## config.mk

```make
export PLATFORM = sky130hd
export DESIGN_NAME = lsu
export DESIGN_NICKNAME = d
export VERILOG_FILES = /design/src/rtl/lsu_pkg.sv /design/src/rtl/lsu_lane_align.sv /design/src/rtl/lsu.sv
export SDC_FILE = /design/constraint.sdc
export NUM_CORES = 1
export LEC_CHECK = 0
export BUFFER_PORTS_ARGS = -buffer_cell sky130_fd_sc_hd__buf_2
export CAP_MARGIN = 20
export CORE_UTILIZATION = 53
export CTS_CLUSTER_DIAMETER = 100
export DETAILED_ROUTE_END_ITERATION = 10
export GPL_TIMING_DRIVEN = 1
export PLACE_DENSITY_LB_ADDON = 0.08
export SETUP_SLACK_MARGIN = 0.5
export SYNTH_ARGS = -nofsm -noshare
export SYNTH_HDL_FRONTEND = slang
export SYNTH_SLANG_ARGS = --single-unit
```

## constraint.sdc

```tcl
create_clock -name i_clk -period 3.1 [get_ports i_clk]
set_clock_uncertainty 0.15 [all_clocks]
set_input_delay 0.155 -clock i_clk [delete_from_list [all_inputs] [get_ports i_clk]]
set_output_delay 0.155 -clock i_clk [all_outputs]
set_load 0.03 [all_outputs]
```

## src/rtl/lsu_pkg.sv

```systemverilog
// lsu_pkg: FSM state type and access-size decode for the load/store unit
package lsu_pkg;

   typedef enum logic [1:0] {IDLE, BEAT0, BEAT1, RESP} lsu_state_t;

   function automatic logic [2:0] size_bytes(input logic [1:0] sz);
      return (sz == 2'd0) ? 3'd1 : (sz == 2'd1) ? 3'd2 : (sz == 2'd2) ? 3'd4 : 3'd0;
   endfunction

endpackage

```

## src/rtl/lsu_lane_align.sv

```systemverilog
// lsu_lane_align: store data/strobe lane placement and load extract/extend
module lsu_lane_align #(
   parameter int DATA_WIDTH = 32,
   localparam int B = DATA_WIDTH / 8,
   localparam int OW = $clog2(B)
) (
   input  logic [1:0]            i_size,
   input  logic                  i_unsigned,
   input  logic [OW-1:0]         i_off,
   input  logic [31:0]           i_wdata,
   input  logic [DATA_WIDTH-1:0] i_rdata_lo,
   input  logic [DATA_WIDTH-1:0] i_rdata_hi,
   output logic [DATA_WIDTH-1:0] o_data_lo,
   output logic [DATA_WIDTH-1:0] o_data_hi,
   output logic [B-1:0]          o_strb_lo,
   output logic [B-1:0]          o_strb_hi,
   output logic [31:0]           o_rdata
);
   logic [2*DATA_WIDTH-1:0] wide_d;
   logic [2*B-1:0] wide_s;
   logic [31:0] raw;
   always_comb begin
      wide_d = {{(2*DATA_WIDTH-32){1'b0}}, i_wdata} << {i_off, 3'b000};
      wide_s = {{(2*B-4){1'b0}}, (i_size == 2'd0) ? 4'h1 : (i_size == 2'd1) ? 4'h3 : 4'hF} << i_off;
      raw = 32'({i_rdata_hi, i_rdata_lo} >> {i_off, 3'b000});
      o_rdata = (i_size == 2'd0) ? {{24{~i_unsigned & raw[7]}}, raw[7:0]} :
                (i_size == 2'd1) ? {{16{~i_unsigned & raw[15]}}, raw[15:0]} : raw;
   end

   assign o_data_lo = wide_d[DATA_WIDTH-1:0];
   assign o_data_hi = wide_d[2*DATA_WIDTH-1:DATA_WIDTH];
   assign o_strb_lo = wide_s[B-1:0];
   assign o_strb_hi = wide_s[2*B-1:B];

endmodule

```

## src/rtl/lsu.sv

```systemverilog
// lsu: load/store unit driving a valid/ready memory port, splitting or faulting misaligned accesses
module lsu
   import lsu_pkg::*;
#(
   parameter int DATA_WIDTH = 32,
   parameter bit ALLOW_MISALIGNED = 1'b1
) (
   input  logic                    i_clk,
   input  logic                    i_rst,
   input  logic                    i_req_valid,
   output logic                    o_req_ready,
   input  logic                    i_req_store,
   input  logic [2:0]              i_req_funct3,
   input  logic [31:0]             i_req_addr,
   input  logic [31:0]             i_req_wdata,
   output logic                    o_resp_valid,
   output logic [31:0]             o_resp_rdata,
   output logic                    o_resp_fault,
   output logic [31:0]             o_addr,
   output logic [DATA_WIDTH-1:0]   o_data,
   output logic [DATA_WIDTH/8-1:0] o_wstrb,
   output logic                    o_wr_valid,
   input  logic                    i_wr_ready,
   input  logic [DATA_WIDTH-1:0]   i_data,
   input  logic                    i_rd_valid,
   output logic                    o_rd_ready
);
   localparam int B = DATA_WIDTH / 8;
   localparam int OW = $clog2(B);

   lsu_state_t state_q, state_d;
   logic store_q, store_d, fault_q, fault_d, split_q, split_d;
   logic [2:0] f3_q, f3_d, req_size;
   logic [31:0] addr_q, addr_d, wdata_q, wdata_d, base, ld_data;
   logic [DATA_WIDTH-1:0] rlo_q, rlo_d, rhi_q, rhi_d, data_lo, data_hi;
   logic [B-1:0] strb_lo, strb_hi;
   logic req_fault, req_split, beat, hs;

   always_comb begin
      req_size = size_bytes(i_req_funct3[1:0]);
      req_fault = (req_size == 3'd0) || (i_req_store && i_req_funct3[2]) ||
                  (!ALLOW_MISALIGNED && |(i_req_addr[2:0] & (req_size - 3'd1)));
      req_split = 4'(i_req_addr[OW-1:0]) + 4'(req_size) > 4'(B);
      hs = store_q ? i_wr_ready : i_rd_valid;
      state_d = state_q;
      store_d = store_q;
      fault_d = fault_q;
      split_d = split_q;
      f3_d = f3_q;
      addr_d = addr_q;
      wdata_d = wdata_q;
      rlo_d = rlo_q;
      rhi_d = rhi_q;
      case (state_q)
         IDLE: if (i_req_valid) begin
            store_d = i_req_store;
            fault_d = req_fault;
            split_d = req_split;
            f3_d = i_req_funct3;
            addr_d = i_req_addr;
            wdata_d = i_req_wdata;
            state_d = req_fault ? RESP : BEAT0;
         end
         BEAT0: if (hs) begin
            rlo_d = i_data;
            state_d = split_q ? BEAT1 : RESP;
         end
         BEAT1: if (hs) begin
            rhi_d = i_data;
            state_d = RESP;
         end
         default: state_d = IDLE;
      endcase
   end

   always_ff @(posedge i_clk) begin
      if (i_rst) begin
         state_q <= IDLE;
         store_q <= 1'b0;
         fault_q <= 1'b0;
         split_q <= 1'b0;
         f3_q <= '0;
         addr_q <= '0;
         wdata_q <= '0;
         rlo_q <= '0;
         rhi_q <= '0;
      end else begin
         state_q <= state_d;
         store_q <= store_d;
         fault_q <= fault_d;
         split_q <= split_d;
         f3_q <= f3_d;
         addr_q <= addr_d;
         wdata_q <= wdata_d;
         rlo_q <= rlo_d;
         rhi_q <= rhi_d;
      end
   end

   lsu_lane_align #(.DATA_WIDTH(DATA_WIDTH)) u_align (
      .i_size(f3_q[1:0]),
      .i_unsigned(f3_q[2]),
      .i_off(addr_q[OW-1:0]),
      .i_wdata(wdata_q),
      .i_rdata_lo(rlo_q),
      .i_rdata_hi(rhi_q),
      .o_data_lo(data_lo),
      .o_data_hi(data_hi),
      .o_strb_lo(strb_lo),
      .o_strb_hi(strb_hi),
      .o_rdata(ld_data)
   );

   always_comb begin
      beat = (state_q == BEAT0) || (state_q == BEAT1);
      base = addr_q & ~32'(B - 1);
      o_req_ready = (state_q == IDLE);
      o_resp_valid = (state_q == RESP);
      o_resp_fault = (state_q == RESP) && fault_q;
      o_resp_rdata = (state_q == RESP && !store_q && !fault_q) ? ld_data : '0;
      o_addr = !beat ? '0 : (state_q == BEAT1) ? base + 32'(B) : base;
      o_data = !(beat && store_q) ? '0 : (state_q == BEAT1) ? data_hi : data_lo;
      o_wstrb = !(beat && store_q) ? '0 : (state_q == BEAT1) ? strb_hi : strb_lo;
      o_wr_valid = beat && store_q;
      o_rd_ready = beat && !store_q;
   end

endmodule

```

# Word-level counts from Yosys, hierarchy flattened
# Index checks and enable logic that the tools add are counted.
# word_totals
regBits,136
input_bits,105
out_inout_bits,105
word_cells,66
# op_classes
add_sub_neg,2
order_cmp,1
n_eq_ne,9
shift,3
mux,21
bitwise_logic,3
n_reduce_logical,18
# op_table
cell,n
2-to-1 mux 32 bit,7
<< shifter 32 x 5 -> 64 bit,1
>> shifter 64 x 5 -> 32 bit,1
adder 32 x 3 -> 32 bit (second input constant),1
2-to-1 mux 4 bit,4
2-to-1 mux 3 bit,3
2-to-1 mux 2 bit,4
<< shifter 4 x 2 -> 8 bit,1
equality test 2 x 1 -> 1 bit (second input constant),3
equality test 2 bit (second input constant),3
logical AND 1 bit,6
logical NOT 2 bit,3
inequality test 2 bit (second input constant),3
case mux 2 bit (3 select lines),1
AND reduction 2 bit,3
adder 2 x 3 -> 4 bit,1
greater-than comparator 4 x 3 -> 1 bit (second input constant),1
logical NOT 3 bit,1
AND reduction 3 bit,1
bitwise AND 1 bit,2
logical NOT 1 bit,2
logical OR 1 bit,2
2-to-1 mux 1 bit,2
inverter 1 bit,1

# Logic depth before layout (Yosys ltp)
# Gate-level depths: netlist (run 1).
# depth
ltp_word,9
depth_mapped,8
ltp_nobuf,7

# By module
# From an unflattened synthesis (run 1), not the netlist that was laid out.
# hier_totals
cells_unflattened,1126
hier_area_um2,8281.7
# by_module_without_submodules
module,n_inst,cells_per_inst,area_each_um2,seq_area_each_um2
lsu,1,871,6409.9,2722.6
lsu_lane_align,1,255,1871.8,0.0

# Worst setup path after synthesis (run 1)
# Ideal clock, no wire load.
# synth_timing
path_kind,register -> output
start,register addr_q[5]
end,output port o_addr[23]
arrival_ps,2514
path_slack_ps,281
stages_incl_launch_ff,6
n_path_buf,2
cell_sequence,dfxtp_1 -> buf_2 -> nand4_2 -> or4_1 -> clkbuf_1 -> o41ai_1
# synth_between
elab_chain_cells,3
# synth_rtl
element,line,source
start: declaration,lsu.sv:34,"logic [31:0] addr_q, addr_d, wdata_q, wdata_d, base, ld_data;"
start signal: assignment,lsu.sv:93,addr_q <= addr_d;
adder 32 x 3 -> 32 bit,lsu.sv:121,o_addr = !beat ? '0 : (state_q == BEAT1) ? base + 32'(B) : base;
2-to-1 mux 32 bit (2 in series),lsu.sv:121,
end: declaration,lsu.sv:19,"output logic [31:0] o_addr,"
# Every way passes these cells.

# Final worst setup path (run 1)
# layout_timing
start,register addr_q[22]
end,output port o_addr[24]
# Same word-level chain as after synthesis.

==> summary.txt, run 1 <==
Status
  – Status: finished, final reports clean

Global route
  – Antenna violations before repair: 0
  – Largest net degree at the start of global routing: 54
  – Total GRT Usage: 0.3418
  – GR Overflow Total: 0
  – First-pass GRT wire length: 39660 microns
  – Vias in the first global route: 8141

Synth
  – Area leader, netlist: dfxtp_1
  – Yosys warns: 0
  – Top post-synthesis cells by count: 283 x nand2_1, 177 x a21oi_1, 128 x dfxtp_1
  – Cell count after synthesis: 1052
  – Synth Flop Type: dfxtp_1
  – Area fraction of the dominant cell type after synthesis: 0.3408
  – Post-synth EDFFs: 0
  – Count leader, synth: nand2_1
  – Synth unique cells: 53
  – Post-Syn Area: 0.007518 sq mm
  – Seq cells post-synth: 128
  – Synth async-reset ratio: 0
  – Register area share after synthesis: 0.3408
  – Cells taking the most area after synthesis: dfxtp_1 34%, nand2_1 14%, a21oi_1 12%, mux2i_1 5.5%, mux2_2 4.9%
  – Post-Syn Area per Cell: 7.147 sq um

Timing
  – Final Cycle Share: 0.8620
  – Fin. Hold Viols: 0
  – Slew @ Worst Pin: 1.006 ns
  – Final setup vio count: 0
  – Relative slew slack: 0.3295
  – Pins Over Slew Limit: 0
  – Setup slack after layout: 0.4279 ns
  – Setup TNS: 0 ns
  – Min Tclk post-route: 2.672 ns
  – RSZ-0062 raised after global routing: true
  – Hold WS: 0.05653 ns
  – Fmax: 374.2 MHz

Worst setup path
  – Worst setup SP type: register
  – CP Depth: 6
  – WP data required: 2.79 ns
  – CP Cell Sequence: nand4_1 -> buf_4 -> or4_4 -> or3_1 -> a21oi_2 -> buf_6
  – Worst Path Arrival: 2.37 ns
  – CP max stage delay: 0.58 ns
  – Crit-path slowest cell: or4_4
  – Reg2reg path depth: 6
  – CP Buf/Inv Count: 2
  – Delay-heaviest family, CP: simple AND/OR/NAND/NOR gates
  – R2R setup slack: 0.89 ns
  – Critical path type: reg2out
  – Critical Path Fanout Max: 7
  – Crit. End Element: output port

Power and ir drop
  – Leak Pwr: 4.316 nW
  – Logic pwr share: 0.407
  – Clock power frac: 0.281
  – Sequential Power Share: 0.312
  – Internal power: 4.212 mW
  – Switching fraction of total power: 0.4129
  – P per Cell Area: 662.6 mW/mm^2
  – Max IR drop VDD: 466.1 uV
  – Switching power: 2.962 mW

Hold path
  – Hold depth: 2
  – Hold Crit Class: in2reg

Die
  – Die W: 121.1 microns
  – Initial Utilization: 0.5416
  – Die H: 121.1 microns
  – IO Pins: 210
  – Site row count: 43
  – DIE AREA: 0.01467 sq mm
  – Core area: 0.01388 sq mm

Final layout
  – Final nets: 1454
  – Share of layout cells above drive strength 1: 0.2927
  – Synth-to-layout area growth: 44.00%
  – Ant. Diodes: 0
  – Post-route cell area: 0.01083 sq mm
  – Filler instances: 1041

Detailed routing
  – WL/cell: 16.87 microns
  – Pre-antenna DRT Iters: 5
  – # DRC: 0
  – DR vias/cell: 5.706
  – Total routed wirelength: 25860 microns
  – 1st-iter DRT viols: 767
  – Vias: 8747
  – Antenna viol nets, final: 0

Placed design
  – HPWL after detailed placement: 15250 microns
  – Port buffer count: 207
  – Routability cong.: 0.9181
  – Placed Area: 0.008657 sq mm
  – Pre-CTS setup slack: 0.4562 ns

Clock network
  – CTS Buf Count: 17
  – Clock slew at reported path FFs: 0.06 ns
  – Worst-case clock buffer depth: 2
  – Clock sinks: 128
  – CTS root buf: clkbuf_16
  – CTS tree: built
  – CTS H-Tree Depth: 4
  – Worst-Skew Late Latency: 0.43 ns

Run
  – Maxcap violations: 0
power groups by stage:
| stage | logic, mW | registers (mW) | clock network, mW |
|---|---|---|---|
| final | 2.92 | 2.24 | 2.02 |
| after detailed placement | 2.54 | 2.25 | 0 |
| after global placement | 2.50 | 2.24 | 0 |
| after floorplan | 1.92 | 2.11 | 0 |
| after CTS | 2.78 | 2.21 | 2.04 |
| after global routing | 3.17 | 2.28 | 2.10 |
per-layer routing:
layer	vias up	GRT usage	share of wire	routed length, microns
met5	-	0	0	0
met4	0	0.1242	0.025	639
met3	58	0.08130	0.074	1908
met2	393	0.5768	0.49	12660
met1	4068	0.4214	0.41	10660
li1	4228	-	-	-
worst register-to-register path: stages, from the launching register on:
cell,delay (ns)
dfxtp_4,0.36
buf_4,0.13
ha_1,0.22
and2_1,0.73
buf_4,0.34
nand2_1,0.08
a21oi_1,0.12
worst paths after layout:
kind / to / start
setup reg to reg: rlo_q[9] / state_q[0]
setup / recovery: o_addr[24] / addr_q[22]
hold reg to reg: rlo_q[8] / rlo_q[8]
hold / removal: addr_q[18] / i_rst
stage by stage:
| stage | utilization | power (mW) | cells |
|---|---|---|---|
| floorplan | - | 4.028 | 1053 |
| global placement | 0.6231 | 4.744 | 1373 |
| detailed placement | 0.6237 | 4.790 | 1374 |
| CTS | 0.7591 | 7.019 | 1522 |
| global route | 0.7800 | 7.543 | 1533 |
| finish | 0.7800 | 7.173 | 1533 |
sequential cells by signal, summed over array words and instances, names as in the netlist:
| name | flops |
|---|---|
| rhi_q | 24 |
| f3_q | 3 |
| rlo_q | 32 |
| state_q | 2 |
| wdata_q | 32 |
| split_q | 1 |
| store_q | 1 |
| fault_q | 1 |
| addr_q | 32 |
cells in the final DEF, fill, tap and decap left out, types with 4 or more instances in the layout:
master / instances
a21oi_1: 172
a21oi_2: 4
and2_1: 5
nand2b_1: 6
mux2_2: 33
a22oi_1: 16
or3_1: 6
dfxtp_4: 13
nor2b_1: 5
nor3_1: 11
buf_2: 193
nand4_1: 7
a22o_1: 7
clkbuf_16: 17
dfxtp_2: 13
o311ai_1: 4
o2bb2ai_1: 8
nand3_1: 8
dlygate4sd3_1: 101
or4_1: 4
o21ai_0: 29
buf_4: 47
dfxtp_1: 102
nor2_1: 77
nand2_1: 279
buf_12: 4
ha_1: 5
mux2i_1: 41
xnor2_1: 6
or4_4: 7
buf_6: 7
a211oi_1: 13
xor2_1: 6
inv_1: 9
final cells by class:
cell class                      count  area (sq um)  share of cell area
Multi-Input combinational cell    827          4826              0.4457
Sequential cell                   128          2628              0.2427
Timing Repair Buffer              354          2511              0.2319
Clock buffer                       20         456.7             0.04218
Tap cell                          180         225.2             0.02080
Clock inverter                     12         132.6             0.01225
Inverter                           12         47.55            0.004392
what timing repair did:
item	4_1_cts	5_1_grt
hold buffers	101	0
gates cloned	2	1
pin swaps	10	8
endpoints found under the hold margin	126	0
buffers inserted	13	10
resized for setup	54	60
setup endpoints to repair	80	49
kinds of logic after synthesis:
group | Yosys count | synth area share
compound gates | 284 | 0.2192
xor+xnor | 12 | 0.01398
fa+ha+maj | 9 | 0.01598
buf+inv | 101 | 0.05375
flops | 128 | 0.3408
mux | 75 | 0.1070
other cells | 1 | 0.0004988
simple gates | 442 | 0.2488
Note: power is estimated with default switching activity, not from simulation.
==> run 2: changes to the inputs <==
- ABC_AREA: unset -> 1
==> summary.txt, run 2 <==
Die
  – DIE AREA: 0.01494 sq mm
  – IO Pins: 210
  – Site row count: 43
  – Die H: 122.2 microns
  – Die W: 122.2 microns
  – Initial Utilization: 0.5478
  – Core area: 0.01399 sq mm

Timing
  – Pins Over Slew Limit: 0
  – Hold WS: 0.04115 ns
  – Min Tclk post-route: 2.553 ns
  – Final Cycle Share: 0.8237
  – Final setup vio count: 0
  – Slew @ Worst Pin: 0.8973 ns
  – Fin. Hold Viols: 0
  – Relative slew slack: 0.4018
  – Fmax: 391.6 MHz
  – Setup TNS: 0 ns
  – RSZ-0062 raised after global routing: true

Detailed routing
  – Highest routed layer: met5
  – Met3 WL: 2446 microns
  – Pre-antenna DRT Iters: 6
  – Antenna viol nets, final: 0
  – WL/cell: 15.50 microns
  – Total routed wirelength: 26440 microns
  – DR vias/cell: 5.525
  – Vias: 9426
  – Met2 wire length: 12260 microns
  – 1st-iter DRT viols: 1313
  – Wire length on met1: 11080 microns
  – # DRC: 0

Final layout
  – Share of layout cells above drive strength 1: 0.2066
  – Final nets: 1628
  – Synth-to-layout area growth: 37.48%
  – Commonest non-fill, non-tap cell in the layout: nor2_1
  – Biggest regs: addr_q: 32 flops, rlo_q: 32 flops, wdata_q: 32 flops
  – Filler instances: 1216
  – Most frequent cells in the layout: 294 x nor2_1, 240 x o21ai_0, 202 x buf_2

Synth
  – Top post-synthesis cells by count: 300 x nor2_1, 241 x o21ai_0, 194 x nand2_1
  – Seq cells post-synth: 128
  – Cells taking the most area after synthesis: dfxtp_1 33%, o21ai_0 16%, nor2_1 15%, nand2_1 9.5%, a21oi_1 6.7%
  – Synth unique cells: 43
  – Area leader, netlist: dfxtp_1
  – Cell count after synthesis: 1243
  – Post-Syn Area per Cell: 6.164 sq um
  – Synth async-reset ratio: 0
  – Synth Flop Type: dfxtp_1
  – Count leader, synth: nor2_1
  – Post-Syn Area: 0.007662 sq mm
  – Register area share after synthesis: 0.3344
  – Area fraction of the dominant cell type after synthesis: 0.3344
  – Yosys warns: 0
  – Post-synth EDFFs: 0

Status
  – Status: finished, final reports clean

Global route
  – GR Overflow Total: 0
  – Antenna violations before repair: 1
  – Largest net degree at the start of global routing: 102
  – First-pass GRT wire length: 40870 microns
  – Total GRT Usage: 0.3478
  – Vias in the first global route: 8312

Hold path
  – Hold Crit Class: in2reg
  – HP Start: i_req_valid

Clock network
  – Worst-Skew Late Latency: 0.42 ns
  – Clock sinks: 128
  – CTS H-Tree Depth: 4
  – Worst-case clock buffer depth: 2
  – Clock slew at reported path FFs: 0.05 ns
  – CTS root buf: clkbuf_16
  – CTS Buf Count: 17
  – CTS tree: built

Worst setup path
  – CP max stage delay: 0.34 ns
  – Crit. End Element: output port
  – Worst r2r src: state_q[0]
  – WP data required: 2.79 ns
  – Worst Setup SP: state_q[0]
  – Critical path type: reg2out
  – Critical Path Fanout Max: 18
  – CP Cell Sequence: inv_1 -> ha_4 -> buf_4 -> nor2_1 -> buf_4 -> a221oi_1 -> nor2_1 -> buf_2
  – Worst setup SP type: register
  – Worst Path Arrival: 2.25 ns
  – Crit-path slowest cell: dfxtp_2

Power and ir drop
  – Leak Pwr: 4.639 nW
  – Max IR drop VDD: 593.0 uV
  – P per Cell Area: 751.2 mW/mm^2

Placed design
  – HPWL after detailed placement: 16910 microns
  – Routability cong.: 0.9883
  – Port buffer count: 207

Run
  – Maxcap violations: 0
-- run 2: kinds of logic after synthesis --
family                     count (synthesis)  synth area share
AOI/OAI and AO/OA                        373            0.2525
xor gates and xnor gates                   4          0.004573
adders and majority gates                  9           0.01568
buffers and inverters                    159           0.08540
DFF                                      128            0.3344
other                                      1         0.0004894
and+or+nand+nor                          569            0.3070
-- run 2: per-layer routing --
layer,up-vias,track usage
met5,-,0
met4,2,0.1075
met3,71,0.07249
met2,515,0.5692
met1,4225,0.4576
li1,4613,-
-- run 2: worst paths after layout --
kind,end,slack [ns],depth (start not counted)
setup / recovery,o_data[16],0.55,8
hold / removal,state_q[0],0.04,4
hold reg to reg,rlo_q[15],0.32,2
setup reg to reg,rhi_q[2],0.71,8
-- run 2: per-stage QoR --
step / utilization / area (sq um) / worst slack (ns) / power [mW] / cells
finish: 0.7530 / 10530 / 0.5466 / 7.913 / 1706
global route: 0.7529 / 10530 / 0.4174 / 8.384 / 1705
CTS: 0.7453 / 10430 / 0.4030 / 7.724 / 1702
detailed placement: 0.6226 / 8710 / 0.5929 / 5.509 / 1566
global placement: 0.6226 / 8710 / 0.6730 / 5.461 / 1566
floorplan: - / 7666 / 0.6702 / 4.669 / 1244
-- run 2: layout make-up --
class                   count  area, sq um  area share
diodes                      1        2.502   0.0002376
clock buffers              21        470.5     0.04466
clock inverters             9        133.9     0.01271
inverters                  76        297.8     0.02827
multi-input cells         958         4546      0.4315
flip-flops and latches    128         2569      0.2439
well taps                 180        225.2     0.02138
repair buffers            333         2290      0.2174
-- run 2: where the power goes --
| part | internal [mW] | leakage (nW) | switching (mW) | total, mW |
|---|---|---|---|---|
| registers | 2.04 | 1.05 | 0.353 | 2.40 |
| clock network | 1.32 | 0.295 | 0.746 | 2.07 |
| logic | 1.11 | 3.29 | 2.34 | 3.45 |
-- run 2: worst max-delay path, delay by kind of cell, from the launching register on --
kind,cells,cell delay (ns)
compound gates,1,0.30
fa+ha+maj,1,0.22
buf+inv,4,0.80
flops,1,0.34
simple gates,2,0.17
-- run 2: repair_timing --
action	in CTS	in global routing
gates cloned	0	1
hold endpoints to repair	127	0
hold buffers	102	0
pin swaps	2	2
setup endpoints to repair	71	56
setup buffers	4	2
gates resized for setup	15	27
==> run 3: changes to the inputs <==
- clock period: 3.1 -> 2.35 ns (I/O delays scaled with it)
==> summary.txt, run 3 <==
Status
  – Status: stopped before the end
  – Stop stage: global routing (5_1_grt)
  – Error msg: [ERROR DPL-0038] Utilization greater than 100%, impossible to legalize

Synth
  – Post-Syn Area per Cell: 6.164 sq um
  – Area fraction of the dominant cell type after synthesis: 0.3344
  – Cells taking the most area after synthesis: dfxtp_1 33%, o21ai_0 16%, nor2_1 15%, nand2_1 9.5%, a21oi_1 6.7%
  – Synth Flop Type: dfxtp_1
  – Synth unique cells: 43
  – Top post-synthesis cells by count: 300 x nor2_1, 241 x o21ai_0, 194 x nand2_1
  – Register area share after synthesis: 0.3344
  – Area leader, netlist: dfxtp_1
  – Synth async-reset ratio: 0
  – Count leader, synth: nor2_1
  – Post-Syn Area: 0.007662 sq mm
  – Cell count after synthesis: 1243
  – Post-synth EDFFs: 0
  – Seq cells post-synth: 128
  – Yosys warns: 0

Placed design
  – Placed Area: 0.009175 sq mm
  – Routability cong.: 0.9434
  – HPWL after detailed placement: 17920 microns
  – Pre-CTS setup slack: 0.1876 ns
  – Port buffer count: 207
  – Post-Place Cells: 1577

Die
  – Site row count: 43
  – Die H: 122.2 microns
  – Initial Utilization: 0.5478
  – Die W: 122.2 microns
  – IO Pins: 210

Clock network
  – Clock sinks: 128
  – CTS Buf Count: 17
  – Worst-case clock buffer depth: 2
  – CTS root buf: clkbuf_16
  – CTS H-Tree Depth: 4

Timing
  – Worst End Pin Type: primary output
  – Worst Endpoint after GRT Repair: o_addr[19]

Global route
  – Largest net degree at the start of global routing: 127
## run 3: cell counts after synthesis
Identical to the previous run, type by type.
## run 3: per-stage QoR
| step | hold WS (ns) | utilization |
|---|---|---|
| floorplan | 0.02915 | - |
| global placement | 0.1651 | 0.6559 |
| detailed placement | 0.1738 | 0.6559 |
| CTS | 0.05558 | 0.8931 |
## run 3: repair_timing
action,4_1_cts
setup endpoints to repair,147
hold buffers,103
resized for setup,340
gates cloned,8
pin swaps,53
buffers inserted,40
endpoints found under the hold margin,128
## run 3: logic make-up after synthesis
group                    count (synthesis)  synth area share
AND/OR/NAND/NOR                        569            0.3070
AO/OA/AOI/OAI                          373            0.2525
buffers and inverters                  159           0.08540
flip-flops                             128            0.3344
adder cells (fa/ha/maj)                  9           0.01568
XOR/XNOR                                 4          0.004573
other                                    1         0.0004894
==> run 4: changes to the inputs <==
- CORE_UTILIZATION: 53 -> 40
- CTS_CLUSTER_DIAMETER: 100 -> unset
- PLACE_DENSITY_LB_ADDON: 0.08 -> 0.15
- SETUP_SLACK_MARGIN: 0.5 -> unset
==> summary.txt, run 4 (same netlist as run 2, synthesis figures left out) <==
Worst setup path
  – Crit. End Element: output port
  – WP data required: 2.08 ns
  – Worst r2r src: state_q[1]
  – Critical Path Fanout Max: 4
  – Worst Path Arrival: 2.07 ns
  – Worst Setup SP: state_q[0]
  – Worst setup SP type: register
  – Critical path type: reg2out

Final layout
  – Reg area: 0.002586 sq mm
  – Share of layout cells above drive strength 1: 0.2516
  – Commonest non-fill, non-tap cell in the layout: nor2_1
  – Multi-input logic area: 0.004790 sq mm
  – Synth-to-layout area growth: 48.02%
  – Biggest regs: addr_q: 32 flops, rlo_q: 32 flops, wdata_q: 32 flops
  – Post-Route Utilization: 0.6043
  – Most frequent cells in the layout: 280 x nor2_1, 238 x o21ai_0, 183 x nand2_1
  – Filler instances: 1809
  – Final nets: 1659

Global route
  – First-pass GRT wire length: 43170 microns
  – Vias in the first global route: 8470
  – Largest net degree at the start of global routing: 81
  – Total GRT Usage: 0.2766
  – GR Overflow Total: 0
  – Antenna violations before repair: 0

Power and ir drop
  – Switching fraction of total power: 0.4169
  – Clock power frac: 0.288
  – P per Cell Area: 1008 mW/mm^2
  – Leak Pwr: 4.942 nW
  – Max IR drop VDD: 594.1 uV
  – Internal power: 6.668 mW
  – Logic pwr share: 0.435
  – Switching power: 4.767 mW
  – Sequential Power Share: 0.277

Die
  – Core area: 0.01877 sq mm
  – DIE AREA: 0.01971 sq mm
  – Initial Utilization: 0.4083
  – IO Pins: 210
  – Site row count: 50
  – Die H: 140.4 microns
  – Die W: 140.4 microns

Timing
  – Fin. Hold Viols: 0
  – Fmax: 427.2 MHz
  – Final Cycle Share: 0.9960
  – Relative slew slack: 0.3767
  – Setup TNS: 0 ns
  – Final setup vio count: 0
  – Pins Over Slew Limit: 0
  – Min Tclk post-route: 2.341 ns
  – Slew @ Worst Pin: 0.9339 ns
  – RSZ-0062 raised after global routing: true

Clock network
  – CTS tree: built
  – CTS root buf: clkbuf_16
  – CTS H-Tree Depth: 4
  – Clock slew at reported path FFs: 0.05 ns
  – Worst-Skew Late Latency: 0.43 ns
  – CTS Buf Count: 17
  – Worst-case clock buffer depth: 2
  – Clock sinks: 128

Detailed routing
  – Vias: 9321
  – Total routed wirelength: 27860 microns
  – Wire length on met1: 12410 microns
  – DR vias/cell: 5.199
  – # DRC: 0
  – 1st-iter DRT viols: 535
  – WL/cell: 15.54 microns
  – Met2 wire length: 12900 microns
  – Antenna viol nets, final: 0
  – Highest routed layer: met4
  – Pre-antenna DRT Iters: 8
  – Met3 WL: 1699 microns

Placed design
  – Routability cong.: 0.9240
  – Port buffer count: 207
  – HPWL after detailed placement: 18750 microns

Hold path
  – Hold Crit Class: in2reg
  – HP Start: i_rd_valid

Run
  – Maxcap violations: 0

Status
  – Status: finished, final reports clean
==> run 4: power groups by stage <==
stage	Clock [mW]	Sequential, mW	Combinational (mW)
floorplan	0	3.01	3.15
global placement	0	3.15	4.32
finish	3.29	3.17	4.97
global route	3.42	3.23	5.50
CTS	3.34	3.13	4.65
detailed placement	0	3.16	4.36
==> run 4: final cells by class <==
cell class,instances,share of cell area
clock buffer,19,0.03905
antenna,1,0.0002206
clock inverter,13,0.02471
inverter,76,0.02625
timing repair buffer,365,0.2336
sequential,128,0.2280
tap,234,0.02581
multi-input combinational,957,0.4223
==> run 4: path summary, 6_finish.rpt <==
check                                   end  slack (ns)  depth (start not counted)
worst max-delay path             o_addr[17]       0.009                         11
worst min-delay path             state_q[0]        0.06                          5
worst max register to register      fault_q        0.23                          7
worst min register to register  wdata_q[11]        0.31                          2
==> run 4: per-stage QoR <==
step	std cells	total power [mW]	worst slack (ns)	hold WS [ns]	cell area (sq um)
after global routing	1792	12.15	-0.1059	0.1126	11340
after floorplan	1244	6.169	0.01900	0.03657	7676
after CTS	1779	11.12	-0.01701	0.04508	10920
final	1793	11.44	0.009381	0.05586	11340
after global placement	1639	7.478	0.1553	0.2011	8955
after detailed placement	1639	7.522	0.1500	0.2029	8955
==> run 4: repair_timing <==
action                     in CTS  in global routing
setup endpoints to repair      82                 77
cloned                          0                  2
hold endpoints to repair      128                  0
setup buffers                   5                 11
hold buffers                  103                  0
gates resized for setup        47                114
pin swaps                       6                 17
==> run 4: worst max-delay path, stage by stage (launching register included) <==
cell,delay (ns)
dfxtp_4,0.36
inv_4,0.07
ha_4,0.19
buf_6,0.13
inv_4,0.04
nor2_4,0.10
nand3_4,0.12
buf_6,0.15
nor2_4,0.12
nand2_1,0.07
and3_4,0.18
buf_6,0.13
==> run 4: routing by layer <==
layer  global-route usage  vias to the layer above
met4               0.1238                        0
met2               0.4482                      361
li1                     -                     4678
met3              0.04752                       54
met5                    0                        -
met1               0.3595                     4228
